`src/rtl/cpu_bus_pkg.sv`:
```
// Shared types and width defaults for the CPU memory-port arbiter.
package cpu_bus_pkg;

    localparam int CPU_AW = 32;
    localparam int CPU_DW = 32;

    typedef enum logic [1:0] {
        IDLE = 2'd0,
        BUSY = 2'd1,
        RESP = 2'd2
    } arb_state_t;

    typedef enum logic {
        OWN_IF = 1'b0,
        OWN_DM = 1'b1
    } owner_t;

endpackage

```
`src/rtl/mem_arb_watchdog.sv`:
```
// Ack watchdog: counts enabled cycles since the last clear; expire_o flags
// the cycle in which the TIMEOUT-th enabled cycle is being spent.
module mem_arb_watchdog #(
    parameter int TIMEOUT = 16
) (
    input  logic clk,
    input  logic rst,
    input  logic clear_i,
    input  logic en_i,
    output logic expire_o
);

    localparam int CW = $clog2(TIMEOUT + 1);
    localparam logic [CW-1:0] LAST = CW'(TIMEOUT - 1);

    logic [CW-1:0] cnt_q, cnt_d;

    always_comb begin
        cnt_d = cnt_q;
        if (clear_i) begin
            cnt_d = '0;
        end else if (en_i) begin
            cnt_d = cnt_q + 1'b1;
        end
    end

    always_ff @(posedge clk or posedge rst) begin
        if (rst) begin
            cnt_q <= '0;
        end else begin
            cnt_q <= cnt_d;
        end
    end

    assign expire_o = (cnt_q == LAST);

endmodule

```
`src/rtl/mem_port_arbiter.sv`:
```
// Shares one memory port between instruction fetch and data memory, one
// transaction outstanding. Define ARB_ROUND_ROBIN_EN for round-robin ties.
module mem_port_arbiter
    import cpu_bus_pkg::*;
#(
    parameter int AW      = CPU_AW,
    parameter int DW      = CPU_DW,
    parameter int TIMEOUT = 16
) (
    input  logic            clk,
    input  logic            rst,
    input  logic            if_req,
    input  logic [AW-1:0]   if_addr,
    output logic            if_gnt,
    output logic            if_rvalid,
    output logic [DW-1:0]   if_rdata,
    input  logic            dm_req,
    input  logic            dm_we,
    input  logic [DW/8-1:0] dm_be,
    input  logic [AW-1:0]   dm_addr,
    input  logic [DW-1:0]   dm_wdata,
    output logic            dm_gnt,
    output logic            dm_rvalid,
    output logic [DW-1:0]   dm_rdata,
    output logic            rsp_err,
    output logic            mem_req,
    output logic            mem_we,
    output logic [DW/8-1:0] mem_be,
    output logic [AW-1:0]   mem_addr,
    output logic [DW-1:0]   mem_wdata,
    input  logic            mem_ack,
    input  logic [DW-1:0]   mem_rdata,
    output arb_state_t      dbg_state
);

    localparam int BW = DW / 8;

    // Handshake: a requester holds req and its fields until its gnt pulse;
    // mem_req is held until mem_ack or expiry; *_rvalid is a one-cycle pulse
    // to the owner, with rsp_err qualifying it.
    arb_state_t          state_q, state_d;
    owner_t              owner_q, owner_d;
    owner_t              last_q, last_d;
    logic                we_q, we_d;
    logic [BW-1:0]       be_q, be_d;
    logic [AW-1:0]       addr_q, addr_d;
    logic [DW-1:0]       wdata_q, wdata_d;
    logic [DW-1:0]       rdata_q, rdata_d;
    logic                err_q, err_d;
    logic                pick_dm;
    logic                wd_expire;

    mem_arb_watchdog #(.TIMEOUT(TIMEOUT)) u_watchdog (
        .clk      (clk),
        .rst      (rst),
        .clear_i  (state_q != BUSY),
        .en_i     (state_q == BUSY),
        .expire_o (wd_expire)
    );

    always_comb begin
        pick_dm = dm_req;
        if (dm_req && if_req) begin
`ifdef ARB_ROUND_ROBIN_EN
            pick_dm = (last_q == OWN_IF);
`else
            pick_dm = 1'b1;
`endif
        end
    end

    always_comb begin
        state_d = state_q;
        owner_d = owner_q;
        last_d  = last_q;
        we_d    = we_q;
        be_d    = be_q;
        addr_d  = addr_q;
        wdata_d = wdata_q;
        rdata_d = rdata_q;
        err_d   = err_q;
        if_gnt  = 1'b0;
        dm_gnt  = 1'b0;
        case (state_q)
            IDLE: begin
                // Grants are combinational, so they must also be held off while rst is high.
                if (!rst && (if_req || dm_req)) begin
                    state_d = BUSY;
                    rdata_d = '0;
                    err_d   = 1'b0;
                    if (pick_dm) begin
                        dm_gnt  = 1'b1;
                        owner_d = OWN_DM;
                        last_d  = OWN_DM;
                        we_d    = dm_we;
                        be_d    = dm_be;
                        addr_d  = dm_addr;
                        wdata_d = dm_wdata;
                    end else begin
                        if_gnt  = 1'b1;
                        owner_d = OWN_IF;
                        last_d  = OWN_IF;
                        we_d    = 1'b0;
                        be_d    = '1;
                        addr_d  = if_addr;
                        wdata_d = '0;
                    end
                end
            end
            BUSY: begin
                if (mem_ack) begin
                    state_d = RESP;
                    rdata_d = we_q ? '0 : mem_rdata;
                    err_d   = 1'b0;
                end else if (wd_expire) begin
                    state_d = RESP;
                    rdata_d = '0;
                    err_d   = 1'b1;
                end
            end
            RESP: begin
                state_d = IDLE;
            end
            default: begin
                state_d = IDLE;
            end
        endcase
    end

    always_ff @(posedge clk or posedge rst) begin
        if (rst) begin
            state_q <= IDLE;
            owner_q <= OWN_IF;
            last_q  <= OWN_IF;
            we_q    <= 1'b0;
            be_q    <= '0;
            addr_q  <= '0;
            wdata_q <= '0;
            rdata_q <= '0;
            err_q   <= 1'b0;
        end else begin
            state_q <= state_d;
            owner_q <= owner_d;
            last_q  <= last_d;
            we_q    <= we_d;
            be_q    <= be_d;
            addr_q  <= addr_d;
            wdata_q <= wdata_d;
            rdata_q <= rdata_d;
            err_q   <= err_d;
        end
    end

    assign mem_req   = (state_q == BUSY);
    assign mem_we    = we_q;
    assign mem_be    = be_q;
    assign mem_addr  = addr_q;
    assign mem_wdata = wdata_q;

    assign if_rvalid = (state_q == RESP) && (owner_q == OWN_IF);
    assign dm_rvalid = (state_q == RESP) && (owner_q == OWN_DM);
    assign if_rdata  = if_rvalid ? rdata_q : '0;
    assign dm_rdata  = dm_rvalid ? rdata_q : '0;
    assign rsp_err   = (state_q == RESP) && err_q;
    assign dbg_state = state_q;

endmodule

```
`config.mk`:
```
export PLATFORM = sky130hd
export DESIGN_NAME = mem_port_arbiter
export DESIGN_NICKNAME = d
export VERILOG_FILES = /design/src/rtl/cpu_bus_pkg.sv /design/src/rtl/mem_arb_watchdog.sv /design/src/rtl/mem_port_arbiter.sv
export SDC_FILE = /design/constraint.sdc
export NUM_CORES = 1
export LEC_CHECK = 0
export ABC_AREA = 0
export BUFFER_PORTS_ARGS = -buffer_cell sky130_fd_sc_hd__clkbuf_2
export CAP_MARGIN = 20
export CORE_MARGIN = 2
export CORE_UTILIZATION = 51
export CTS_BUF_LIST = sky130_fd_sc_hd__clkbuf_8
export CTS_CLUSTER_SIZE = 8
export DETAILED_ROUTE_END_ITERATION = 12
export HOLD_SLACK_MARGIN = 0.05
export PLACE_DENSITY = 0.87
export SYNTH_ARGS = -nofsm -noshare
export SYNTH_HDL_FRONTEND = slang
export SYNTH_HIERARCHICAL = 1
export SYNTH_SLANG_ARGS = --single-unit
```
`constraint.sdc`:
```
create_clock -name clk -period 9.56 [get_ports clk]
set_input_delay 1.434 -clock clk [delete_from_list [all_inputs] [get_ports clk]]
set_output_delay 1.434 -clock clk [all_outputs]
set_load 0.1 [all_outputs]
```
== After elaboration in Yosys (flattened, before gate mapping) ==
Index checks and enable logic that the tools add are counted.

* Memories: 0
* Input bits: 138
* Bits in read-only memories: 0
* Output and inout bits: 141
* RAM bits: 0
* Register bits after elaboration: 110
* Logic and storage cells: 58
* Bits in latches: 0

* Order comparisons: 0
* Shift operators: 0
* Add/subtract/negate cells: 1
* Eq/ne operators: 6
* Div/mod/pow operators: 0
* Bitwise operators: 1
* Reduce and logical (&&, ||, !) cells: 13
* $mul: 0
* Multiplexer cells: 28

{| class="wikitable"
|+ Operators with widths
! operator !! number
|-
| $mux W32 || 8
|-
| $pmux W32 S2 || 1
|-
| $mux W1 || 11
|-
| $mux W5 || 2
|-
| $mux W2 || 3
|-
| $add A5 B1 Y5 const B || 1
|-
| $eq A5 B4 Y1 const B || 1
|-
| $logic_and A1 B1 Y1 || 5
|-
| $mux W4 || 1
|-
| $pmux W2 S2 || 1
|-
| $reduce_and A2 Y1 || 2
|-
| $reduce_bool A2 Y1 || 2
|-
| $ne A3 B1 Y1 const B || 1
|-
| $reduce_and A3 Y1 || 1
|-
| $eq A2 B1 Y1 const B || 1
|-
| $eq A2 B2 Y1 const B || 1
|-
| $logic_not A2 Y1 || 1
|-
| $ne A2 B1 Y1 const B || 1
|-
| $ne A2 B2 Y1 const B || 1
|-
| $pmux W1 S2 || 1
|-
| $logic_not A1 Y1 || 1
|-
| $logic_or A1 B1 Y1 || 1
|-
| $not A1 Y1 || 1
|}

== Longest topological paths before layout ==
Gate-level depths: netlist of the first run.

* Word-level depth: 5
* Gate-level depth with buffers: 7

== Hierarchy ==
The synthesis of the first run kept the hierarchy.

{| class="wikitable"
|+ By module, submodules not included
! module !! area each (um2) !! times used !! seq. area each (um2) !! cells each
|-
| mem_port_arbiter || 5158.7 || 1 || 2627.5 || 424
|-
| mem_arb_watchdog || 282.8 || 1 || 125.1 || 24
|}

== Least setup slack after synthesis of the first run ==
Ideal clock, no wire load.

* Path kind: reg2out
* Start point: reg state_q[1], in the netlist dbg_state[1]
* End point: out if_rdata[22]
* Cell stages (with the launch flop): 5
* Arrival: 3.454 ns
* Required time: 8.126 ns
* Setup slack: 4.672 ns
* Cell sequence: dfrtp_1 inv_1 nor3_1 clkbuf_1 and2_1

* Word-level cells in the longest chain between the ends: 3

{| class="wikitable"
|+ RTL lines
! element !! RTL line !! RTL
|-
| start, declared || mem_port_arbiter.sv:41 || <nowiki>arb_state_t state_q, state_d;</nowiki>
|-
| start signal, assigned || mem_port_arbiter.sv:142 || <nowiki>state_q <= state_d;</nowiki>
|-
| $eq A2 B2 Y1 || mem_port_arbiter.sv:160 || <nowiki>assign if_rvalid = (state_q == RESP) && (owner_q == OWN_IF);</nowiki>
|-
| $logic_and A1 B1 Y1 || mem_port_arbiter.sv:160 ||
|-
| via if_rvalid || mem_port_arbiter.sv:15 || <nowiki>output logic if_rvalid,</nowiki>
|-
| $mux W32 || mem_port_arbiter.sv:162 || <nowiki>assign if_rdata = if_rvalid ? rdata_q : '0;</nowiki>
|-
| end, declared || mem_port_arbiter.sv:16 || <nowiki>output logic [DW-1:0] if_rdata,</nowiki>
|}

The timed path passes the listed nets, and every way through them passes these cells.

== Worst setup path in the final report of the first run ==
* Start point: in dm_req
* End point: out dm_gnt

* Word-level cells in the longest chain between the ends: 5
* Elaborated cells on any way between the ends: 7
* Those cells by class: mux (4); reduce/logical (3)

{| class="wikitable"
|+ RTL lines
! element !! RTL line !! RTL
|-
| start, declared || mem_port_arbiter.sv:17 || <nowiki>input logic dm_req,</nowiki>
|-
| $logic_and A1 B1 Y1 || mem_port_arbiter.sv:63 || <nowiki>if (dm_req && if_req) begin</nowiki>
|-
| $mux W1 || mem_port_arbiter.sv:63 ||
|-
| $mux W1 || mem_port_arbiter.sv:91 || <nowiki>if (pick_dm) begin</nowiki>
|-
| $mux W1 * || mem_port_arbiter.sv:87 || <nowiki>if (!rst && (if_req || dm_req)) begin</nowiki>
|-
| $mux W1 * || mem_port_arbiter.sv:84 || <nowiki>case (state_q)</nowiki>
|-
| end, declared || mem_port_arbiter.sv:22 || <nowiki>output logic dm_gnt,</nowiki>
|}

Mark *: on every way between the ends. The rest lies on a longest branch, timed or not.

==> flow_summary.ini, run 1 <==
[cells_and_area]
area_delta_synth_final_pct = 29.9
drive_gt1_share_pct = 52.7
finalCoreUtilization_pct = 68.5
fin_nets = 854
diodes = 0

[setup_path]
cp_common_cell = clkbuf_2
cp-startpoint = dm_req
reg2regPathDepth = 4
worstSetupEndpointType = output port
r2r-start = dbg_state[1]
path_class = input pin to output port
worst-path-stages = 6
critPathLaunchType = input pin
crit_family = buffers and inverters
worstPathCellList = clkbuf_2 -> buf_4 -> o21ba_4 -> nand3_4 -> nor2_1 -> clkbuf_2
slowest_delay_ns = 0.61
worst-path-max-fanout = 73
cp.required_ns = 8.13
path_buf_inv = 3
critPathSlowestCell = buf_4
cp.arrival_ns = 3.81

[timing]
fin_crit_ns = 5.24
finalCritPeriodShare_pct = 54.8
drv_slew = 0
whs_ns = 0.517
tightest_slew_ns = 0.874
fin_skew_ns = 0.0101
max_freq_ghz = 0.191
hold_viol_final = 0
slew_headroom_pct = 41.7
fin_tns_setup_ns = 0
rsz0062_at_grt = no
setup_viol_count_final = 0

[floorplan]
dieArea_mm2 = 0.0115
num_io_pins = 279
core_area_mm2 = 0.0103
rows = 37
die_y_um = 107
die_x_um = 107
start_util_pct = 52.7

[clock_network]
ctsResizeCount = 0
cts_hold_buffers = 0
tritoncts = built
clkSinkCount = 110
path_clk_slew_ns = 0.09
cts_setup_buffers = 0
cts_root_buf = clkbuf_8
cts-buffers-inserted = 9
htreeDepth = 3
clockBufferDepth = 2
clk_latency_ns = 0.36

[synthesis]
yosysTopAreaCellShare_pct = 50.6
synth-seq-cells = 110
synth_flop_cell = dfrtp_1
synth-edff-count = 0
synth_area_mm2 = 0.00544
synth_fp_nets = 588
yosysMostFrequentCell = dfrtp_1
syn-instance-count = 448
yosysTopAreaCell = dfrtp_1
netlist_top_cells_count = 110 x dfrtp_1, 64 x and2_1, 40 x inv_1
seq_area_frac_synth_pct = 50.6
synth_cell_types = 35
yosys-top-cells-area = dfrtp_1 51%, mux2_4 9.7%, and2_1 7.4%
yosysWarnings = 6
avgSynthCellArea_um2 = 12.1
ys_async_sr_fraction_pct = 100

[drt]
num_vias = 4295
wl_mm = 13.4
drc = 0
drtIter0Drc = 207
dr.pass1.iters = 4
ant_nets = 0
wl_per_cell_um = 15.7
viasPerCell = 5.02

[pwr]
p_total_mw = 2.20
peakVddDrop_mv = 0.300
p_per_area_mw_per_mm2 = 311
leakage_nw = 4.07

[flow_run]
cap_violations = 0

[min_path]
hold_depth = 1
min_path_type = register to register
hp-start = mem_addr[25]

[global_route]
track_usage_pct = 23.8
overflow = 0
grt_pass1_wl_mm = 21.5
grt_max_degree = 74
antenna_found_initial = 0
grt_pass1_vias = 4446

[placement]
place_hpwl_mm = 10.3
place_congestion = 0.821
port_buffers = 278

[run_status]
status = completed
==> registers in the layout, indices dropped and copies added, names as in the netlist <==
name	cells
owner_q	1
mem_be	4
mem_wdata	32
rdata_q	32
mem_we	1
u_watchdog/cnt_q	5
dbg_state	2
err_q	1
mem_addr	32
==> final cells by class <==
type                            count  area (um2)
Clock inverter                      5        48.8
Tap cell                          136         170
Multi-Input combinational cell    268        2350
Fill cell                         781        3260
Sequential cell                   110        2750
Inverter                           41         156
Clock buffer                       11         151
Timing Repair Buffer              284        1440
==> final timing paths <==
kind                       slack [ns]                  end
max in group asynchronous        7.26         mem_addr[16]
setup / recovery                 4.32               dm_gnt
setup reg to reg                 7.22              owner_q
hold reg to reg                  0.52         mem_addr[25]
hold / removal                   0.52         mem_addr[25]
min in group asynchronous        1.00  u_watchdog/cnt_q[1]
==> through the flow <==
step	worst slack [ns]	cells	instance area [um2]
CTS	4.26	855	7070
global route	4.11	855	7070
global placement	4.36	839	6870
floorplan	4.67	448	5440
detailed placement	4.26	839	6870
finish	4.32	855	7070
==> cells in the final DEF, fill, tap and decap left out, types with 4 or more instances in the layout <==
cell type	count
clkbuf_8	11
buf_4	6
mux2i_1	34
a22o_1	32
inv_1	40
nor2_1	8
dfrtp_1	110
clkbuf_2	278
mux2_2	35
and2_1	64
nand2b_1	4
nand2_1	33
mux2_4	35
==> where the power goes <==
part           switching [mW]  internal (mW)  total (mW)
clock                   0.146          0.133       0.280
sequential             0.0896          0.596       0.685
combinational           0.986          0.244        1.23
total                    1.22          0.973        2.20
==> logic make-up (layout without fill, tap and decap cells) <==
kind of cell    after synthesis  after routing  synth area share (%)
compound gates               41             41                  6.62
xor+xnor                      1              1                 0.161
fa+ha+maj                     2              2                 0.460
buf+inv                      70            341                  6.64
flops                       110            110                  50.6
mux                         104            104                  23.2
simple gates                120            120                  12.4
==> per-layer routing <==
| layer | vias to the layer above | routed length [um] | share of wire [%] | GRT usage, % |
|---|---|---|---|---|
| li1 | 2012 | - | - | - |
| met1 | 2037 | 5210 | 39 | 27.9 |
| met2 | 212 | 6640 | 49 | 40.7 |
| met3 | 34 | 1090 | 8.2 | 5.81 |
| met4 | 0 | 478 | 3.6 | 12.0 |
| met5 | - | 0 | 0 | 0 |
Power figures use the tool's default switching activity.
==> run 2: changes to the inputs <==
CORE_ASPECT_RATIO = 1.1   (was unset)
CORE_UTILIZATION = 47   (was 51)
PLACE_DENSITY = 0.81   (was 0.87)
clock period = 5.2 ns   (was 9.56 ns; I/O delays follow)
==> run 2 against run 1 <==
  * Worst hold slack got worse by 0.17 ns
  * Sequential power increased by 85%
  * Final area grew 0.44%
  * Largest cell class unchanged
  * Critical path depth shrank 1
  * Register-to-register slack lost 4.3 ns
  * Routed wire length grew 3.3%
  * Die area grew 8.2%
  * Clock skew up 0.0088 ns
  * Highest routed layer is now met5
  * Sequential cell count did not move
  * First-iteration DRC count down 36%
  * Worst setup slack worse by 2.4 ns
  * Global-route usage is 2.0 points lower
==> flow_summary.ini, run 2 (synthesis gave the netlist of run 1 again) <==
[placement]
post_dp_cell_area_mm2 = 0.00688
port_buffers = 278
place_hpwl_mm = 10.6
dp.cells = 853
place_congestion = 0.798

[global_route]
grt_pass1_wl_mm = 21.2
grt_max_degree = 68
track_usage_pct = 21.9
grt_pass1_vias = 4236
overflow = 0
antenna_found_initial = 4

[clock_network]
cts_hold_buffers = 0
clk_latency_ns = 0.37
path_clk_slew_ns = 0.11
cts_setup_buffers = 0
ctsResizeCount = 0
htreeDepth = 3
clkSinkCount = 110
cts-buffers-inserted = 9
clockBufferDepth = 2
cts_root_buf = clkbuf_8
tritoncts = built

[drt]
drtIter0Drc = 133
num_vias = 4287
ant_nets = 0
dr.pass1.iters = 4
drc = 0
viasPerCell = 4.92
wl_mm = 13.9
wl_per_cell_um = 15.9

[cells_and_area]
mostFrequentLayoutCells = 278 x clkbuf_2, 110 x dfrtp_1, 64 x and2_1
mostFrequentLayoutCell = clkbuf_2
num-fill-cells = 938
fin_nets = 854
area_delta_synth_final_pct = 30.4
stdcell_area_mm2 = 0.00710
multi_input_area_mm2 = 0.00235
final_cells = 872
seq_area_mm2 = 0.00275
finalCoreUtilization_pct = 62.3
drive_gt1_share_pct = 52.9

[setup_path]
worstSetupEndpointType = output port
critPathLaunchType = input pin
cp.arrival_ns = 2.46
path_class = input pin to output port
r2r_slack_ns = 2.90
reg2regPathDepth = 4
cp.required_ns = 4.42
worst-path-max-fanout = 34
r2r-start = dbg_state[0]
reg2reg_to = mem_be[1]

[flow_run]
cap_violations = 0

[pwr]
peakVddDrop_mv = 0.457
leakage_nw = 4.06
p_total_mw = 4.05
p_per_area_mw_per_mm2 = 571

[floorplan]
die_x_um = 107
num_io_pins = 279
rows = 41
dieArea_mm2 = 0.0125
core_area_mm2 = 0.0114
start_util_pct = 47.8
die_y_um = 117

[timing]
setup_viol_count_final = 0
hold_viol_final = 0
rsz0062_at_grt = no
drv_slew = 0
fin_skew_ns = 0.0189
fin_crit_ns = 3.24
finalCritPeriodShare_pct = 62.4
slew_headroom_pct = 42.3
fin_tns_setup_ns = 0
max_freq_ghz = 0.308
tightest_slew_ns = 0.865

[run_status]
status = completed

[min_path]
min_path_type = input pin to async pin
-- run 2: cell types whose count changed in the layout (fill, tap and decap cells not counted), sizes merged --
cell	previous run	this run
diode	0	3
clkinvlp	0	1
clkbuf	289	288
-- run 2: layer usage --
| metal | vias to the layer above | part of all wire, % | GRT usage (%) |
|---|---|---|---|
| li1 | 2029 | - | - |
| met1 | 2032 | 40 | 25.9 |
| met2 | 199 | 49 | 37.6 |
| met3 | 25 | 9.1 | 7.48 |
| met4 | 2 | 2.0 | 7.27 |
| met5 | - | 0.087 | 0 |
-- run 2: critical path, stage by stage --
cell and delay [ns]:
clkbuf_2 0.23, o21ba_4 0.22, nand3_4 0.47, nor2_1 0.25
clkbuf_2 0.49
-- run 2: how the worst max path moves through the flow --
stage | from | to | slack, ns | depth (start not counted)
global route | dbg_state[0] | dm_rdata[17] | 1.83 | 4
detailed placement | dm_req | dm_gnt | 1.94 | 5
CTS | dm_req | dm_gnt | 1.94 | 5
finish | dm_req | if_gnt | 1.96 | 5
floorplan | dbg_state[1] | if_rdata[22] | 0.97 | 4
global placement | dm_req | dm_gnt | 1.98 | 5
-- run 2: cell type report --
class	instances	area share, %
antenna	3	0.106
clock buffer	10	1.94
clock inverter	6	0.970
inverter	41	2.20
multi-input combinational	268	33.1
sequential	110	38.8
tap	150	2.64
timing repair buffer	284	20.2
-- run 2: power by group --
part           leakage (nW)  switching [mW]  internal, mW  total, mW
clock network         0.103           0.293         0.239      0.532
registers              1.39           0.171          1.09       1.27
logic                  2.57            1.81         0.447       2.26
-- run 2: stage by stage --
| step | worst slack, ns | hold WS [ns] |
|---|---|---|
| after detailed placement | 1.94 | 0.494 |
| after floorplan | 0.966 | 0.471 |
| final | 1.96 | 0.348 |
| after global routing | 1.83 | 0.340 |
| after global placement | 1.98 | 0.489 |
| after CTS | 1.94 | 0.331 |
==> run 3: changes to the inputs <==
clock period = 3.3 ns   (was 5.2 ns; I/O delays follow)
==> run 3 against run 2 <==
  * Core utilization up 0.46 points
  * Non-clock buffer count up 1
  * Final cell count down 0.34%
  * Combinational power up 58%
  * First-iteration DRC count up 59%
  * Routed wire length down 3.8%
  * Sequential share of layout area down 0.28 points
  * Clock skew down 0.0046 ns
  * Largest power group unchanged
==> flow_summary.ini, run 3 (synthesis gave the netlist of run 1 again) <==
[clock_network]
path_clk_slew_ns = 0.10
clk_latency_ns = 0.36
cts-buffers-inserted = 9
clkSinkCount = 110
ctsResizeCount = 0
cts_hold_buffers = 0
clockBufferDepth = 2
cts_setup_buffers = 0
tritoncts = built
cts_root_buf = clkbuf_8
htreeDepth = 3

[floorplan]
die_x_um = 107
start_util_pct = 47.8
rows = 41
num_io_pins = 279
die_y_um = 117
core_area_mm2 = 0.0114
dieArea_mm2 = 0.0125

[timing]
fin_tns_setup_ns = 0
rsz0062_at_grt = no
setup_viol_count_final = 0
hold_viol_final = 0
max_freq_ghz = 0.339
finalCritPeriodShare_pct = 89.4
slew_headroom_pct = 41.2
fin_crit_ns = 2.95
drv_slew = 0
tightest_slew_ns = 0.882
fin_skew_ns = 0.0143

[drt]
drtIter0Drc = 212
wl_per_cell_um = 15.3
viasPerCell = 4.91
drc = 0
num_vias = 4268
ant_nets = 0
wl_mm = 13.3
dr.pass1.iters = 6

[pwr]
p_int_mw = 2.80
p_seq_share_pct = 31.2
p_clk_share_pct = 12.5
p_comb_share_pct = 56.3
leakage_nw = 4.09
peakVddDrop_mv = 0.617
p_total_mw = 6.34
p_sw_mw = 3.54
p_per_area_mw_per_mm2 = 887
swShare_pct = 55.8

[global_route]
antenna_found_initial = 0
grt_pass1_wl_mm = 20.7
grt_max_degree = 66
overflow = 0
track_usage_pct = 21.3
grt_pass1_vias = 4194

[setup_path]
worst-path-max-fanout = 33
r2r-start = u_watchdog/cnt_q[0]
reg2reg_to = rdata_q[21]
reg2regPathDepth = 7
path_class = register to output port
worstSetupEndpointType = output port
r2r_slack_ns = 0.99
cp.required_ns = 2.80
critPathLaunchType = register
cp-startpoint = dbg_state[0]
cp.arrival_ns = 2.45

[cells_and_area]
finalCoreUtilization_pct = 62.8
area_delta_synth_final_pct = 31.4
drive_gt1_share_pct = 54.0
mostFrequentLayoutCells = 276 x clkbuf_2, 110 x dfrtp_1, 56 x and2_1
final_cells = 869
diodes = 0
fin_nets = 855
mostFrequentLayoutCell = clkbuf_2

[min_path]
min_path_type = input pin to async pin

[run_status]
status = completed

[placement]
place_hpwl_mm = 10.2
port_buffers = 278
dp.cells = 854
place_congestion = 0.770

[flow_run]
cap_violations = 0
## run 3: cell count changes in the layout (fill, tap and decap cells not counted), sizes merged
| cell | change |
|---|---|
| buf | +3 |
| clkbuf | -2 |
| clkinv | -1 |
| diode | -3 |
## run 3: critical path, stage by stage (launching register included)
cell      delay, ns
dfrtp_1        0.51
inv_2          0.14
and3_1         0.74
and2_1         0.24
clkbuf_2       0.46
## run 3: final cells by class
class                   count  area, um2
clock inverters             5       51.3
flip-flops and latches    110       2750
well taps                 150        188
multi-input cells         268       2370
fillers                   907       4240
inverters                  41        156
clock buffers              10        138
repair buffers            285       1500
## run 3: worst max path at each step
stage                         endpoint  slack, ns  cells after the start
after floorplan           if_rdata[22]      -0.20                      4
after global placement    dm_rdata[14]       0.92                      4
after detailed placement  dm_rdata[29]       0.77                      4
after CTS                 dm_rdata[29]       0.35                      4
after global routing      dm_rdata[20]       0.14                      4
final                     dm_rdata[18]       0.35                      4
## run 3: metrics by stage
step                      area (um2)  worst slack [ns]  hold WS (ns)
after floorplan                 5460            -0.203         0.274
after global placement          6960             0.915         0.448
after detailed placement        6960             0.770         0.469
after CTS                       7150             0.346        0.0637
after global routing            7150             0.144        0.0669
final                           7150             0.351        0.0748
## run 3: power by group through the flow
stage / registers, mW / logic [mW] / clock network, mW
finish: 1.98 / 3.57 / 0.790
global route: 2.03 / 3.69 / 0.870
CTS: 1.98 / 3.59 / 0.811
detailed placement: 2.00 / 3.59 / 0
global placement: 1.98 / 3.55 / 0
floorplan: 4.06 / 0.930 / 0
## run 3: layer usage
layer | up-vias | track usage [%] | part of all wire [%]
met4 | 0 | 8.57 | 2.3
li1 | 2029 | - | -
met1 | 2019 | 25.2 | 39
met3 | 25 | 5.48 | 7.9
met5 | - | 0 | 0
met2 | 195 | 37.4 | 51
